===== src/rtl/uart_rx_ctrl.sv =====
// Receive-side controller: gates the receiver reset, checks each completed
// frame, buffers good bytes in a small FIFO and reports sticky errors.
module uart_rx_ctrl #(
  parameter int unsigned DEPTH      = 4,
  parameter bit          PARITY_EN  = 1'b1,
  parameter bit          PARITY_ODD = 1'b0
) (
  input  logic                      baud_clk,
  input  logic                      rst,
  input  logic                      rx_en,
  input  logic [10:0]               frame_in,
  input  logic                      frame_valid,
  output logic                      rx_rst_n,
  output logic [7:0]                rd_data,
  output logic                      rd_valid,
  input  logic                      rd_ready,
  input  logic                      err_clr,
  output logic                      parity_err,
  output logic                      framing_err,
  output logic                      start_err,
  output logic                      overrun_err,
  output logic [$clog2(DEPTH):0]    fifo_level
);

  localparam int unsigned AW = $clog2(DEPTH);
  localparam int unsigned LW = AW + 1;

  typedef enum logic [1:0] {
    ST_WAIT  = 2'd0,
    ST_CHECK = 2'd1,
    ST_STORE = 2'd2
  } state_t;

  state_t          state_q, state_d;
  logic            fv_q;
  logic [10:0]     frame_q;
  logic            bad_q;
  logic [7:0]      mem_q [DEPTH];
  logic [AW-1:0]   wr_ptr_q, rd_ptr_q;
  logic [LW-1:0]   level_q;

  logic rise_c, load_c, check_c, store_c;
  logic p_ok_c, full_c, pop_c, push_c, ovr_set_c;

  assign rise_c    = frame_valid & ~fv_q;
  assign p_ok_c    = ~PARITY_EN | ((^frame_q[9:1]) == PARITY_ODD);
  assign full_c    = (level_q == LW'(DEPTH));
  assign rd_valid  = (level_q != '0);
  assign rd_data   = mem_q[rd_ptr_q];
  assign fifo_level = level_q;
  assign pop_c     = rd_valid & rd_ready;
  assign push_c    = store_c & ~bad_q & (~full_c | pop_c);
  // A good frame with nowhere to go, or a new frame while one is in flight
  assign ovr_set_c = (store_c & ~bad_q & full_c & ~pop_c) |
                     (rx_en & rise_c & (state_q != ST_WAIT));

  // State register
  always_ff @(posedge baud_clk or negedge rst) begin
    if (!rst) state_q <= ST_WAIT;
    else      state_q <= state_d;
  end

  // Next-state and per-state strobes; disabling receive parks the FSM
  always_comb begin
    state_d = state_q;
    load_c  = 1'b0;
    check_c = 1'b0;
    store_c = 1'b0;
    if (!rx_en) begin
      state_d = ST_WAIT;
    end else begin
      case (state_q)
        ST_WAIT: begin
          if (rise_c) begin
            load_c  = 1'b1;
            state_d = ST_CHECK;
          end
        end
        ST_CHECK: begin
          check_c = 1'b1;
          state_d = ST_STORE;
        end
        ST_STORE: begin
          store_c = 1'b1;
          state_d = ST_WAIT;
        end
        default: state_d = ST_WAIT;
      endcase
    end
  end

  // Frame capture, verdict register, edge history and receiver reset gate
  always_ff @(posedge baud_clk or negedge rst) begin
    if (!rst) begin
      fv_q     <= 1'b0;
      frame_q  <= '0;
      bad_q    <= 1'b0;
      rx_rst_n <= 1'b0;
    end else begin
      fv_q     <= frame_valid;
      rx_rst_n <= rx_en;
      if (load_c)  frame_q <= frame_in;
      if (check_c) bad_q   <= frame_q[0] | ~p_ok_c | ~frame_q[10];
    end
  end

  // Sticky error flags; a set on the same edge as a clear takes priority
  always_ff @(posedge baud_clk or negedge rst) begin
    if (!rst) begin
      start_err   <= 1'b0;
      parity_err  <= 1'b0;
      framing_err <= 1'b0;
      overrun_err <= 1'b0;
    end else begin
      start_err   <= (start_err   & ~err_clr) | (check_c & frame_q[0]);
      parity_err  <= (parity_err  & ~err_clr) | (check_c & ~p_ok_c);
      framing_err <= (framing_err & ~err_clr) | (check_c & ~frame_q[10]);
      overrun_err <= (overrun_err & ~err_clr) | ovr_set_c;
    end
  end

  // Data FIFO storage, pointers and occupancy
  always_ff @(posedge baud_clk or negedge rst) begin
    if (!rst) begin
      for (int unsigned i = 0; i < DEPTH; i++) mem_q[i] <= '0;
      wr_ptr_q <= '0;
      rd_ptr_q <= '0;
      level_q  <= '0;
    end else begin
      if (push_c) begin
        mem_q[wr_ptr_q] <= frame_q[8:1];
        wr_ptr_q        <= AW'(wr_ptr_q + 1'b1);
      end
      if (pop_c) rd_ptr_q <= AW'(rd_ptr_q + 1'b1);
      level_q <= level_q + LW'(push_c) - LW'(pop_c);
    end
  end

endmodule


===== config.mk =====
export PLATFORM = sky130hd
export DESIGN_NAME = uart_rx_ctrl
export DESIGN_NICKNAME = d
export VERILOG_FILES = /design/src/rtl/uart_rx_ctrl.sv
export SDC_FILE = /design/constraint.sdc
export NUM_CORES = 1
export LEC_CHECK = 0
export ABC_AREA = 0
export CAP_MARGIN = 20
export CORE_UTILIZATION = 50
export CTS_CLUSTER_DIAMETER = 100
export CTS_CLUSTER_SIZE = 28
export DETAILED_ROUTE_END_ITERATION = 7
export GPL_TIMING_DRIVEN = 1
export PLACE_DENSITY = 0.83
export SLEW_MARGIN = 20
export SYNTH_ARGS = -nofsm -noshare
export SYNTH_HDL_FRONTEND = slang
export SYNTH_SLANG_ARGS = --single-unit

===== constraint.sdc =====
create_clock -name baud_clk -period 2.4 [get_ports baud_clk]
set_clock_uncertainty 0.15 [all_clocks]
set_input_delay 0.48 -clock baud_clk [delete_from_list [all_inputs] [get_ports baud_clk]]
set_output_delay 0.48 -clock baud_clk [all_outputs]
set_load 0.1 [all_outputs]

==> results by group <==
Outcome
  – Status: complete, but fails checks
  – Failing checks: negative setup slack

Worst setup path
  – Reg2Reg Launch Point: fifo_level[0]
  – Worst setup path class: in -> reg
  – CP max-delay cell: clkdlybuf4s50_1
  – CP required: 2.48 ns
  – Crit-path max cell delay: 0.47 ns
  – Worst Reg-to-Reg Cells: 8
  – Crit path launch type: primary input
  – Register-to-register setup slack: 0.02 ns
  – Crit Reg-Reg Endpoint: fifo_level[2]
  – Crit path DAT: between 2 and 2.5 ns
  – CP Cell Sequence: clkdlybuf4s50_1, and4bb_1, nor2b_4, inv_2, ha_4, inv_2, ha_4, fa_2, xnor2_2, xnor2_1
  – Crit Path Max Fanout: 2
  – Crit. End Element: flip-flop

Power and ir drop
  – Internal Power: 2.35 mW
  – Power Total: ~3.8 mW
  – Psw: approximately 1.5 mW
  – Worst vdd ir: around 1.1 mV
  – Clk network pwr share: 0.220
  – Comb pwr share: 0.415
  – Seq pwr share: 0.365
  – P per Cell Area: 1060 mW/mm²
  – Switching Share: 0.382
  – LEAKAGE: about 1.7 nW

Route
  – Via count: approximately 1500
  – Antenna Violating Nets Remaining: 0
  – WL/cell: 17.0 µm
  – Average vias per placed instance: 5.18
  – DRC viols: 0
  – Iteration-0 DRC Markers: between 70 and 80
  – Drt pass-1 iters: 4
  – WL final: 5050 µm

Timing
  – Max_slew headroom: 0.674
  – RSZ-0062 raised after global routing: yes
  – Final WS setup: -0.00674 ns
  – Hold Violations, Final: 0
  – Worst-margin pin slew: 0.489 ns
  – Post-route minimum period: approximately 2.4 ns
  – Max-slew violations: 0
  – Sum Neg Setup Slack: -0.00674 ns
  – F_max: 416 MHz
  – Fin crit share: 1.00
  – Setup violations, final: 1

Placement
  – Post-Place Cells: about 280
  – GPL Wtd Cong: approximately 0.69
  – DP HPWL: 3260 µm
  – Pre-CTS WS: -0.390 ns
  – Port Buf Inserts: 33

Flow run
  – Max-cap violations: 0

Synth
  – Syn Nets: 195
  – Synth unique cells: 28
  – Yosys warnings: 0
  – Dominant synthesized flop cell: dfrtp_1
  – Synth async-reset ratio: 1.00
  – Post-synth top area cell: dfrtp_1
  – Cell with the most instances after synthesis: dfrtp_1
  – Yosys reg bits: slightly below 60
  – Top post-synthesis cells by count: dfrtp_1, mux2_4, inv_1, mux2_2
  – EDFF count, synth: 0
  – Synth Instances: approximately 170
  – Synth top area share: 0.535
  – Register area share after synthesis: 0.535
  – Ranking of synthesized cells by area: dfrtp_1, mux2_4, mux4_2
  – Syn_area_per_cell: 16.1 µm²
  – Mapped Area: approximately 0.0028 mm²

Worst hold path
  – Worst hold start: fv_q
  – Worst hold endpoint: overrun_err
  – Min-delay worst type: reg -> reg
  – Worst Hold Depth: 1

GRT
  – Largest net degree at the start of global routing: 60
  – First-pass GRT wire length: between 8000 and 9000 µm
  – Tot GR Track Use: 0.192
  – Vias in the first global route: about 1600
  – Initial antenna violation count: 0
  – Global route overflow: 0

Clock network
  – Clock Latency Late Sink: around 0.34 ns
  – Number of buffers created by CTS: 9
  – CTS tree: built
  – CTS Sinks: 59
  – H-tree levels: 3
  – CTS clk-pin slew, worst paths: about 0.07 ns
  – CTS root buf: clkbuf_8
  – CTS max path bufs: 2

Die
  – Top-level port count: 34
  – Placeable Area: 0.00520 mm²
  – Die W: between 70 and 80 µm
  – Std-Cell Rows: 26
  – Die area: 0.00582 mm²
  – Chip Height: about 76 µm
  – Starting Density: 0.531

Cells and area
  – Antenna cells: 0
  – Area added between synthesis and finish: 30.3%
  – Final nets: around 250
  – Layout Utilization: 0.691
  – Final non-filler cell total: slightly below 300
  – Share of layout cells above drive strength 1: 0.487
metrics by stage:
stage,cell area (µm²),hold WS [ns]
6_report,3600,0.332
3_3_place_gp,3360,0.288
2_1_floorplan,2810,0.0344
3_5_place_dp,3360,0.313
4_1_cts,3580,0.320
5_1_grt,3600,0.360
worst max-delay path by stage:
stage,slack (ns),start,end,cells past startpoint
floorplan,-0.30,fifo_level[2],fifo_level[2],8
global placement,-0.27,rx_en,fifo_level[2],10
detailed placement,-0.39,rx_en,fifo_level[2],10
CTS,0.02,rx_en,fifo_level[2],10
global route,-0.04,rx_en,fifo_level[2],10
finish,-0.007,rx_en,fifo_level[2],10
sequential cells by signal, indices dropped and copies added, names as in the netlist:
name         flops
state_q          2
framing_err      1
parity_err       1
fv_q             1
rd_ptr_q         2
frame_q         11
mem_q           32
wr_ptr_q         2
start_err        1
bad_q            1
rx_rst_n         1
overrun_err      1
fifo_level       3
layout by cell type (no fill, tap or decap), drive strengths merged:
cell type	Yosys	layout
and4bb	1	1
mux4	8	8
nor2	3	3
nand2	9	9
nor3b	1	1
mux2	43	43
or3	1	1
xnor2	8	8
a21oi	2	2
nor2b	2	2
buf	4	29
xnor3	1	1
o21ai	2	2
ha	6	6
clkbuf	0	14
clkdlybuf4s50	0	15
nand3b	1	1
fa	1	1
dfrtp	59	59
o31ai	1	1
nor4b	1	1
xor2	3	3
clkinv	0	2
dlygate4sd3	0	1
inv	11	11
o22ai	2	2
and2	1	1
layout make-up:
type	instances	area [µm²]
timing repair buffer	45	526
multi-input combinational	97	1270
clock buffer	14	173
fill	358	1610
clock inverter	2	10.0
sequential	59	1490
tap	70	87.6
inverter	11	41.3
worst max-delay path, delay by kind of cell:
kind	cells	cell delay, ns
fa+ha+maj	3	0.76
buf+inv	3	0.57
simple gates	2	0.42
xor+xnor	2	0.27
power groups by stage:
stage | Clock [mW] | Sequential [mW] | Combinational, mW
floorplan | 0 | 1.57 | 0.898
global placement | 0 | 1.40 | 1.49
detailed placement | 0 | 1.40 | 1.53
CTS | 0.857 | 1.39 | 1.58
global route | 0.898 | 1.41 | 1.65
finish | 0.836 | 1.39 | 1.58
kinds of logic (layout without fill, tap and decap cells):
| group | after synthesis | after routing | synth area share |
|---|---|---|---|
| DFF | 59 | 59 | 0.535 |
| AOI/OAI and AO/OA | 7 | 7 | 0.0145 |
| and+or+nand+nor | 20 | 20 | 0.0653 |
| buffers and inverters | 15 | 72 | 0.0240 |
| adders and majority gates | 7 | 7 | 0.0344 |
| xor gates and xnor gates | 12 | 12 | 0.0430 |
| muxes | 51 | 51 | 0.284 |
metal layers:
layer | track usage | up-vias | routed length [µm]
li1 | - | 703 | -
met1 | 0.243 | 789 | 2230
met2 | 0.305 | 45 | 2470
met3 | 0.0719 | 6 | 282
met4 | 0.0635 | 0 | 74
met5 | 0 | - | 0
timing repair:
| item | in CTS | in global routing |
|---|---|---|
| endpoints found under the hold margin | 37 | 0 |
| hold buffers | 1 | 0 |
| resized for setup | 3 | 1 |
| endpoints found under the setup margin | 1 | 1 |
| cloned | 0 | 0 |
| buffers inserted | 1 | 2 |
| pin swaps | 0 | 2 |
No activity file was read; power rests on OpenSTA's default activity.
